<file path="config.mk">
export PLATFORM = sky130hd
export DESIGN_NAME = r_cpu_ctrl
export DESIGN_NICKNAME = d
export VERILOG_FILES = /design/src/rtl/r_cpu_ctrl.sv
export SDC_FILE = /design/constraint.sdc
export NUM_CORES = 1
export LEC_CHECK = 0
export CAP_MARGIN = 40
export CORE_ASPECT_RATIO = 0.6
export CORE_MARGIN = 2
export CORE_UTILIZATION = 45
export CTS_CLUSTER_DIAMETER = 40
export DETAILED_ROUTE_END_ITERATION = 7
export GPL_ROUTABILITY_DRIVEN = 0
export PLACE_DENSITY = 0.79
export SYNTH_ARGS = -nofsm -noshare
export SYNTH_HDL_FRONTEND = slang
export SYNTH_SLANG_ARGS = --single-unit
</file>
<file path="constraint.sdc">
create_clock -name clk -period 2.4 [get_ports clk]
set_clock_uncertainty 0.2 [all_clocks]
set_input_delay 0.48 -clock clk [delete_from_list [all_inputs] [get_ports clk]]
set_output_delay 0.48 -clock clk [all_outputs]
set_load 0.005 [all_outputs]
</file>
<file path="src/rtl/r_cpu_ctrl.sv">
// Multi-cycle sequencer for the R-type CPU: fetch, decode of the funct field into an
// ALU op code, register-file addressing/write strobe, flag capture and illegal halt.
module r_cpu_ctrl #(
  parameter int PC_W  = 8,
  parameter int CNT_W = 16
) (
  input  logic             clk,
  input  logic             rst,
  input  logic             run,
  input  logic [31:0]      inst,
  output logic [PC_W-1:0]  pc,
  output logic [4:0]       rs_addr,
  output logic [4:0]       rt_addr,
  output logic [4:0]       rd_addr,
  output logic             reg_we,
  output logic [3:0]       alu_op,
  input  logic             zf_i,
  input  logic             of_i,
  input  logic             sf_i,
  input  logic             cf_i,
  input  logic             pf_i,
  output logic [4:0]       flags,
  output logic             busy,
  output logic             halted,
  output logic             illegal,
  output logic [CNT_W-1:0] retired
);

  typedef enum logic [2:0] {
    IDLE,
    FETCH,
    DECODE,
    EXEC,
    WB,
    HALT
  } state_t;

  state_t      state, state_nx;
  logic [31:0] ir;
  logic        dec_legal;
  logic [3:0]  dec_op;

  // The shamt field has no role in this instruction subset.
  logic unused_shamt;
  assign unused_shamt = ^ir[10:6];

  assign rs_addr = ir[25:21];
  assign rt_addr = ir[20:16];
  assign rd_addr = ir[15:11];

  always_comb begin
    dec_legal = 1'b0;
    dec_op    = 4'b0000;
    if (ir[31:26] == 6'b000000) begin
      dec_legal = 1'b1;
      case (ir[5:0])
        6'b100100: dec_op = 4'b0000;
        6'b100101: dec_op = 4'b0001;
        6'b100110: dec_op = 4'b0010;
        6'b100111: dec_op = 4'b0011;
        6'b100000: dec_op = 4'b0100;
        6'b100010: dec_op = 4'b0101;
        6'b101011: dec_op = 4'b0110;
        6'b000100: dec_op = 4'b0111;
        default:   dec_legal = 1'b0;
      endcase
    end
  end

  always_comb begin
    state_nx = state;
    case (state)
      IDLE:    if (run) state_nx = FETCH;
      FETCH:   state_nx = DECODE;
      DECODE:  state_nx = dec_legal ? EXEC : HALT;
      EXEC:    state_nx = WB;
      WB:      state_nx = run ? FETCH : IDLE;
      HALT:    state_nx = HALT;
      default: state_nx = IDLE;
    endcase
  end

  always_ff @(posedge clk or posedge rst) begin
    if (rst) begin
      state   <= IDLE;
      pc      <= '0;
      ir      <= '0;
      alu_op  <= 4'b0000;
      flags   <= '0;
      illegal <= 1'b0;
      retired <= '0;
    end else begin
      state <= state_nx;
      case (state)
        FETCH: begin
          ir <= inst;
          pc <= pc + PC_W'(4);
        end
        DECODE: begin
          if (dec_legal) alu_op  <= dec_op;
          else           illegal <= 1'b1;
        end
        WB: begin
          flags   <= {zf_i, of_i, sf_i, cf_i, pf_i};
          retired <= retired + CNT_W'(1);
        end
        default: ;
      endcase
    end
  end

  // Writes to register 0 are suppressed; flags still update in that case.
  assign reg_we = (state == WB) && (rd_addr != 5'd0);
  assign busy   = (state == FETCH) || (state == DECODE) || (state == EXEC) || (state == WB);
  assign halted = (state == HALT);

endmodule

</file>
==> impl_metrics.py, run 1 <==
metrics = {
    "timing": {
        "maxSlewViolCount": 0,
        "rsz0062_at_grt": "false",
        "finalSetupTns_ns": 0,
        "finalCriticalPeriod_ns": 2.314,
        "finalHoldViolCount": 0,
        "max_freq_mhz": 432.1,
        "finalHoldWorstSlack_ns": 0.2780,
        "min_period_over_period_pct": 96.43,
        "setup_viol": 0,
    },
    "routing": {
        "wl_per_cell_um": 13.83,
        "ant_nets": 0,
        "drc": 0,
        "drt-pass1-iter-count": 4,
        "drtIter0Drc": 50,
        "wl_um": 5309,
        "drt-met1-wl_um": 2612,
        "vias_per_cell": 4.823,
        "highest-signal-layer": "met4",
        "wl_met2_um": 2299,
        "dr_wl_met3_um": 352,
        "vias": 1852,
    },
    "worst_hold_path": {
        "hold_path_class": "reg2reg",
    },
    "finish": {
        "num-nets-final": 337,
        "drive_gt1_share_pct": 21.33,
        "diodes": 0,
        "area_delta_synth_final_pct": 38.03,
        "finalNonFillerCells": 384,
        "final_cell_area_sq_mm": 0.003810,
        "final_cell_mix": "clkdlybuf4s50_1 (82), dfrtp_1 (61), mux2_2 (33)",
        "final_common_cell": "clkdlybuf4s50_1",
        "n_fill_cell": 495,
    },
    "die": {
        "floorplan.initialDensity_pct": 45.79,
        "io_pins": 92,
        "core_sq_mm": 0.006028,
        "dieHeight_um": 64.67,
        "dieWidth_um": 105.1,
        "dieArea_sq_mm": 0.006797,
        "row_count": 22,
    },
    "grt": {
        "overflow": 0,
        "grt_pass1_vias": 1903,
        "grt_pass1_wl_um": 9225,
        "antenna_found_initial": 0,
        "grt_max_degree": 62,
        "grt_usage_pct": 17.66,
    },
    "critical_path": {
        "path_class": "reg2out",
        "start_kind": "register",
        "r2r_slack_ns": 0.40,
        "worstSetupEndpointType": "output pin",
        "crit_fanout": 2,
        "crit_arrival_ns": 1.63,
        "cp.required_ns": 1.72,
    },
    "pwr": {
        "power.share.switching_pct": 30.22,
        "p_per_area_mw_per_mm2": 1145,
        "p_clk_share_pct": 18.4,
        "vdd_drop_max_v": 0.0006320,
        "sequentialPowerShare_pct": 40.6,
        "combPwrFrac_pct": 41.0,
        "intPower_mw": 3.044,
        "p_leak_nw": 1.624,
        "p_sw_mw": 1.318,
    },
    "cts": {
        "cts_tree": "done",
        "cts-buffers-inserted": 9,
        "cts_root_buffer": "clkbuf_8",
        "cts_sinks": 61,
        "clkSlewWorstSetupHoldPaths_ns": 0.06,
        "cts-htree-levels": 3,
        "clk_latency_ns": 0.33,
        "max-clock-path-buffers": 2,
    },
    "placed_design": {
        "dp_hpwl_um": 3799,
        "placedCellCount": 365,
        "io_buffers": 83,
        "place_area_sq_mm": 0.003606,
    },
    "synth": {
        "postSynthAreaPerCell_sq_um": 12.90,
        "synth_area_leaders": "dfrtp_1 (55%), mux2_2 (13%), buf_4 (4.9%)",
        "synth-seq-cells": 61,
        "synth-main-ff-cell": "dfrtp_1",
        "ys.warnings.count": 0,
        "synth_area_leader_cell": "dfrtp_1",
        "synth.distinct_cells": 40,
        "syn_inst": 214,
        "netlist_area_sq_mm": 0.002760,
        "synth_edf_count": 0,
        "ys_async_sr_fraction_pct": 100.0,
        "synth_top_area_share_pct": 55.30,
        "seq_area_frac_synth_pct": 55.30,
    },
    "run": {
        "max-cap-violations": 0,
    },
    "outcome": {
        "status": "finished, final reports clean",
    },
}
-- power by group through the flow --
stage / combinational, mW / sequential [mW] / clock (mW)
2_1_floorplan: 1.10 / 1.73 / 0
3_3_place_gp: 1.73 / 1.76 / 0
3_5_place_dp: 1.77 / 1.79 / 0
4_1_cts: 1.81 / 1.77 / 0.836
5_1_grt: 1.96 / 1.83 / 0.889
6_report: 1.79 / 1.77 / 0.802
-- synthesized netlist by cell type (2+ instances only) --
cell	n
dfrtp_1	61
mux2_2	33
buf_4	18
xnor2_1	15
nand2_1	7
nand4_1	7
xor2_1	7
buf_2	6
nand3_1	5
nor2_1	5
nor2b_1	5
and3_1	4
and3b_1	3
inv_1	3
o21ai_0	3
a21oi_1	2
and4_1	2
ha_1	2
mux2_1	2
mux2i_1	2
nand2b_1	2
nor3b_1	2
-- worst paths after layout --
path,startpoint,to,cells after the start
max in group asynchronous,rst,ir[27],3
min in group asynchronous,rst,ir[5],3
worst min-delay path,illegal,illegal,1
worst max register to register,state[0],retired[14],5
worst min register to register,illegal,illegal,1
worst max-delay path,ir[11],reg_we,3
-- area by class of cell --
class                           instances  area, sq um  share of cell area, %
Sequential cell                        61         1526                  40.07
Multi-Input combinational cell        127         1071                  28.11
Timing Repair Buffer                   93        918.4                  24.11
Clock buffer                           12        155.1                  4.072
Tap cell                               84        105.1                  2.759
Clock inverter                          4        22.52                 0.5911
Inverter                                3        11.26                 0.2956
-- cells by family after synthesis --
group / count (synthesis) / share of synthesized area, %
XOR/XNOR: 22 / 6.981
other: 1 / 0.1359
flip-flops: 61 / 55.30
multiplexers: 37 / 15.00
AO/OA/AOI/OAI: 13 / 3.536
buffers and inverters: 28 / 6.528
AND/OR/NAND/NOR: 50 / 11.60
adder cells (fa/ha/maj): 2 / 0.9065
-- through the flow --
stage,util (%),setup slack [ns],total power [mW]
global route,63.20,0.01302,4.684
detailed placement,59.82,0.1887,3.561
finish,63.20,0.08564,4.363
floorplan,-,0.2070,2.826
global placement,59.82,0.2066,3.487
CTS,63.06,0.004627,4.414
-- worst max-delay path, stage by stage, from the launching register on --
cell	delay [ns]
dfrtp_1	0.39
or4_4	0.51
o21a_1	0.20
clkdlybuf4s15_1	0.20
-- repair_timing --
item	4_1_cts	5_1_grt
resized for setup	2	1
pin swaps	0	2
hold buffers	0	0
endpoints found under the setup margin	1	1
buffers inserted	2	1
-- routing by layer --
| metal | global-route usage (%) | vias up |
|---|---|---|
| met5 | 0 | - |
| met4 | 5.500 | 0 |
| met3 | 7.042 | 5 |
| met2 | 26.87 | 62 |
| met1 | 23.36 | 896 |
| li1 | - | 889 |
-- registers in the layout, indices dropped and copies added, names as in the netlist --
signal / flops
state: 3
alu_op: 3
retired: 16
flags: 5
pc: 6
ir: 27
illegal: 1
Power figures use the tool's default switching activity.
==> run 2, diff against run 1 <==
--- a/config.mk
+++ b/config.mk
@@ -6,7 +6,6 @@
 export NUM_CORES = 1
 export LEC_CHECK = 0
 export CAP_MARGIN = 40
-export CORE_ASPECT_RATIO = 0.6
 export CORE_MARGIN = 2
 export CORE_UTILIZATION = 45
 export CTS_CLUSTER_DIAMETER = 40
==> constraint.sdc (replaced) <==
create_clock -name clk -period 2.8 [get_ports clk]
set_clock_uncertainty 0.2 [all_clocks]
set_input_delay 0.56 -clock clk [delete_from_list [all_inputs] [get_ports clk]]
set_output_delay 0.56 -clock clk [all_outputs]
set_load 0.005 [all_outputs]
==> impl_metrics.py, run 2 (synthesized netlist as in run 1, its figures left out) <==
metrics = {
    "outcome": {
        "status": "finished, final reports clean",
    },
    "cts": {
        "cts-htree-levels": 3,
        "cts-buffers-inserted": 9,
        "postCtsSetupBuffers": 0,
        "clkSlewWorstSetupHoldPaths_ns": 0.06,
        "cts_resized": 0,
        "cts_sinks": 61,
        "cts_root_buffer": "clkbuf_8",
        "cts_tree": "done",
        "clk_latency_ns": 0.33,
        "hold_buffers": 0,
        "max-clock-path-buffers": 2,
    },
    "finish": {
        "n_fill_cell": 482,
        "final_cell_area_sq_mm": 0.003790,
        "drive_gt1_share_pct": 20.00,
        "area_delta_synth_final_pct": 37.31,
        "diodes": 0,
        "top_regs": "ir x27, retired x16, pc x6",
        "largest_reg_flops": 27,
        "final_common_cell": "clkdlybuf4s50_1",
        "fin_util_pct": 64.01,
        "top_register": "ir",
        "final_cell_mix": "clkdlybuf4s50_1 (83), dfrtp_1 (61), mux2_2 (33)",
        "finalNonFillerCells": 370,
        "num-nets-final": 332,
    },
    "routing": {
        "wl_um": 5197,
        "ant_nets": 0,
        "drc": 0,
        "vias": 1812,
        "drtIter0Drc": 54,
        "drt-pass1-iter-count": 4,
        "vias_per_cell": 4.897,
        "wl_per_cell_um": 14.05,
    },
    "worst_hold_path": {
        "hp-start": "illegal",
        "hold_path_class": "reg2reg",
    },
    "critical_path": {
        "rr_endpoint": "retired[14]",
        "cp.depth": 3,
        "worstSetupEndpointType": "output pin",
        "crit_slowest_cell": "or4_1",
        "crit_family": "simple AND/OR/NAND/NOR gates",
        "path_buf_inv": 1,
        "reg2reg_from": "state[2]",
        "crit_fanout": 3,
        "crit_start": "ir[11]",
        "start_kind": "register",
        "path_cells": "or4_1 > o21a_1 > clkdlybuf4s50_1",
        "crit_arrival_ns": 1.86,
        "critPathCapture": "reg_we",
        "r2r_slack_ns": 0.71,
        "path_class": "reg2out",
        "max_stage_delay_ns": 0.53,
        "cp.required_ns": 2.04,
        "rr_worst_depth": 5,
    },
    "timing": {
        "finalHoldWorstSlack_ns": 0.2572,
        "min_period_over_period_pct": 93.71,
        "max_freq_mhz": 381.1,
        "maxSlewViolCount": 0,
        "rsz0062_at_grt": "false",
        "finalSetupTns_ns": 0,
        "finalHoldViolCount": 0,
        "fin_ws_ns": 0.1761,
        "finalCriticalPeriod_ns": 2.624,
        "tightestPinTransition_ns": 0.5151,
        "setup_viol": 0,
        "slew_headroom_pct": 65.61,
    },
    "pwr": {
        "finalPower_mw": 3.784,
        "p_per_area_mw_per_mm2": 998.5,
        "p_leak_nw": 1.617,
        "vdd_drop_max_v": 0.0005633,
    },
    "grt": {
        "antenna_found_initial": 0,
        "overflow": 0,
        "grt_max_degree": 25,
        "grt_pass1_vias": 1889,
        "grt_usage_pct": 17.37,
        "grt_pass1_wl_um": 8666,
    },
    "placed_design": {
        "placedCellCount": 354,
        "io_buffers": 83,
        "dpl_worst_slack_ns": 0.5044,
        "dp_hpwl_um": 3829,
        "place_area_sq_mm": 0.003580,
    },
    "die": {
        "floorplan.initialDensity_pct": 46.62,
        "io_pins": 92,
        "dieWidth_um": 82.32,
        "core_sq_mm": 0.005921,
        "dieArea_sq_mm": 0.006776,
        "dieHeight_um": 82.32,
        "row_count": 28,
    },
    "run": {
        "max-cap-violations": 0,
    },
}
## run 2: cell types whose count changed in the layout (fill, tap and decap cells not counted)
| cell | change |
|---|---|
| clkinvlp_4 | -1 |
| clkbuf_1 | -1 |
| bufinv_16 | +1 |
| buf_4 | -5 |
| or4_1 | +1 |
| clkdlybuf4s15_1 | -1 |
| clkbuf_8 | +1 |
| or4_4 | -1 |
| clkdlybuf4s50_1 | +1 |
## run 2: how the worst min path moves through the flow
stage	slack, ns	to	cells after the start
3_3_place_gp	0.24	illegal	1
4_1_cts	0.26	illegal	1
2_1_floorplan	0.25	illegal	1
5_1_grt	0.28	pc[7]	1
3_5_place_dp	0.25	illegal	1
6_report	0.26	illegal	1
## run 2: cell type report
cell class,count,area (sq um),area share (%)
Clock buffer,12,165.2,4.358
Clock inverter,4,45.04,1.189
Inverter,3,11.26,0.2971
Multi-Input combinational cell,127,1067,28.16
Sequential cell,61,1526,40.28
Tap cell,75,93.84,2.476
Timing Repair Buffer,88,880.8,23.24
## run 2: report_power, final
part           internal [mW]  switching [mW]
combinational          0.966           0.465
clock                  0.479           0.325
sequential              1.23           0.321
total                   2.67            1.11
## run 2: layer usage
metal	up-vias	part of all wire (%)	global-route usage, %
met4	0	1.5	8.500
met5	-	0	0
met3	7	6.8	5.326
met1	866	43	20.87
met2	62	48	28.31
li1	877	-	-
==> run 3, diff against run 2 <==
--- a/config.mk
+++ b/config.mk
@@ -11,7 +11,9 @@
 export CTS_CLUSTER_DIAMETER = 40
 export DETAILED_ROUTE_END_ITERATION = 7
 export GPL_ROUTABILITY_DRIVEN = 0
+export GPL_TIMING_DRIVEN = 0
 export PLACE_DENSITY = 0.79
 export SYNTH_ARGS = -nofsm -noshare
 export SYNTH_HDL_FRONTEND = slang
 export SYNTH_SLANG_ARGS = --single-unit
+export TNS_END_PERCENT = 10
==> impl_metrics.py, run 3 (synthesized netlist as in run 1, its figures left out) <==
metrics = {
    "timing": {
        "finalCriticalPeriod_ns": 2.677,
        "maxSlewViolCount": 0,
        "setup_viol": 0,
        "finalHoldViolCount": 0,
        "rsz0062_at_grt": "false",
        "min_period_over_period_pct": 95.62,
        "slew_headroom_pct": 58.69,
        "tightestPinTransition_ns": 0.6188,
        "max_freq_mhz": 373.5,
        "finalSetupTns_ns": 0,
    },
    "critical_path": {
        "crit_slowest_cell": "clkdlybuf4s50_1",
        "rr_worst_depth": 3,
        "cp.required_ns": 2.04,
        "rr_endpoint": "ir[24]",
        "path_cells": "buf_2 > nor3b_4 > buf_4 > o21a_1 > clkdlybuf4s50_1",
        "path_class": "reg2out",
        "path_buf_inv": 3,
        "max_stage_delay_ns": 0.50,
        "critPathCapture": "reg_we",
        "reg2reg_from": "state[0]",
        "crit_family": "buffers and inverters",
        "cp.depth": 5,
        "crit_arrival_ns": 1.92,
        "crit_fanout": 10,
        "r2r_slack_ns": 0.80,
        "start_kind": "register",
        "worstSetupEndpointType": "output pin",
        "crit_start": "state[2]",
    },
    "finish": {
        "largest_reg_flops": 27,
        "area_delta_synth_final_pct": 40.75,
        "fin_util_pct": 65.62,
        "n_fill_cell": 474,
        "drive_gt1_share_pct": 24.13,
        "final_cell_mix": "clkdlybuf4s50_1 (83), dfrtp_1 (61), mux2_2 (33)",
        "top_regs": "ir x27, retired x16, pc x6",
        "num-nets-final": 353,
        "final_common_cell": "clkdlybuf4s50_1",
        "seq_area_sq_mm": 0.001526,
        "multi_input_area_sq_mm": 0.001072,
        "top_register": "ir",
        "diodes": 0,
    },
    "pwr": {
        "power.share.switching_pct": 29.68,
        "sequentialPowerShare_pct": 40.1,
        "p_per_area_mw_per_mm2": 975.8,
        "intPower_mw": 2.666,
        "p_clk_share_pct": 17.1,
        "vdd_drop_max_v": 0.0005726,
        "p_leak_nw": 1.689,
        "p_sw_mw": 1.125,
        "combPwrFrac_pct": 42.7,
    },
    "grt": {
        "grt_pass1_wl_um": 8790,
        "grt_usage_pct": 17.11,
        "antenna_found_initial": 0,
        "grt_max_degree": 34,
        "grt_pass1_vias": 1937,
        "overflow": 0,
    },
    "placed_design": {
        "dp_hpwl_um": 3814,
        "io_buffers": 83,
    },
    "die": {
        "row_count": 28,
        "io_pins": 92,
        "floorplan.initialDensity_pct": 46.62,
        "dieHeight_um": 82.32,
        "dieWidth_um": 82.32,
        "dieArea_sq_mm": 0.006776,
        "core_sq_mm": 0.005921,
    },
    "cts": {
        "max-clock-path-buffers": 2,
        "cts_tree": "done",
        "cts-buffers-inserted": 9,
        "clkSlewWorstSetupHoldPaths_ns": 0.06,
        "cts_root_buffer": "clkbuf_8",
        "hold_buffers": 0,
        "cts_sinks": 61,
        "clk_latency_ns": 0.31,
        "cts-htree-levels": 3,
    },
    "worst_hold_path": {
        "hold_path_class": "reg2reg",
    },
    "routing": {
        "vias": 1915,
        "wl_per_cell_um": 13.31,
        "ant_nets": 0,
        "drtIter0Drc": 46,
        "vias_per_cell": 4.910,
        "drt-pass1-iter-count": 4,
        "wl_um": 5189,
        "drc": 0,
    },
    "run": {
        "max-cap-violations": 0,
    },
    "outcome": {
        "status": "finished, final reports clean",
    },
}
==> run 3: cell count changes in the layout (fill, tap and decap cells not counted), sizes merged <==
cell	delta
buf	+20
clkbuf	+2
bufinv	-1
clkinv	-1
==> run 3: area by class of cell <==
| cell class | count | share of cell area, % |
|---|---|---|
| buffer | 25 | 4.412 |
| clock buffer | 13 | 3.833 |
| clock inverter | 2 | 0.2576 |
| inverter | 3 | 0.2899 |
| multi-input combinational | 127 | 27.60 |
| sequential | 61 | 39.29 |
| tap | 75 | 2.415 |
| timing repair buffer | 84 | 21.90 |
==> run 3: power by group through the flow <==
stage	combinational (mW)	clock, mW	sequential [mW]
floorplan	0.942	0	1.48
global placement	1.59	0	1.52
detailed placement	1.63	0	1.54
CTS	1.64	0.668	1.52
global route	1.79	0.706	1.58
finish	1.62	0.650	1.52
==> run 3: routing by layer <==
layer / vias up / share of wire (%) / track usage, %
li1: 921 / - / -
met1: 932 / 45 / 21.87
met2: 56 / 48 / 28.31
met3: 6 / 6.5 / 4.239
met4: 0 / 1.1 / 6.000
met5: - / 0 / 0
==> run 3: worst min path at each step <==
stage,from,to,slack (ns),cells past startpoint
global route,illegal,illegal,0.28,1
detailed placement,illegal,illegal,0.25,1
CTS,illegal,illegal,0.27,1
global placement,illegal,illegal,0.25,1
finish,retired[15],retired[15],0.27,1
floorplan,illegal,illegal,0.25,1
==> run 3: through the flow <==
stage | hold WS, ns | power [mW] | area, sq um | worst slack, ns | instances
floorplan | 0.2510 | 2.422 | 2768 | 0.5270 | 216
global placement | 0.2454 | 3.105 | 3692 | -0.5699 | 374
detailed placement | 0.2530 | 3.165 | 3712 | 0.2464 | 375
CTS | 0.2704 | 3.829 | 3879 | 0.07506 | 390
global route | 0.2772 | 4.071 | 3885 | 0.009133 | 390
finish | 0.2666 | 3.791 | 3885 | 0.1227 | 390
==> run 3: repair_timing <==
| item | CTS | global route |
|---|---|---|
| setup buffers | 0 | 0 |
| gates cloned | 0 | 0 |
| setup endpoints to repair | 1 | 1 |
| hold endpoints to repair | 0 | 0 |
| resized for setup | 2 | 1 |
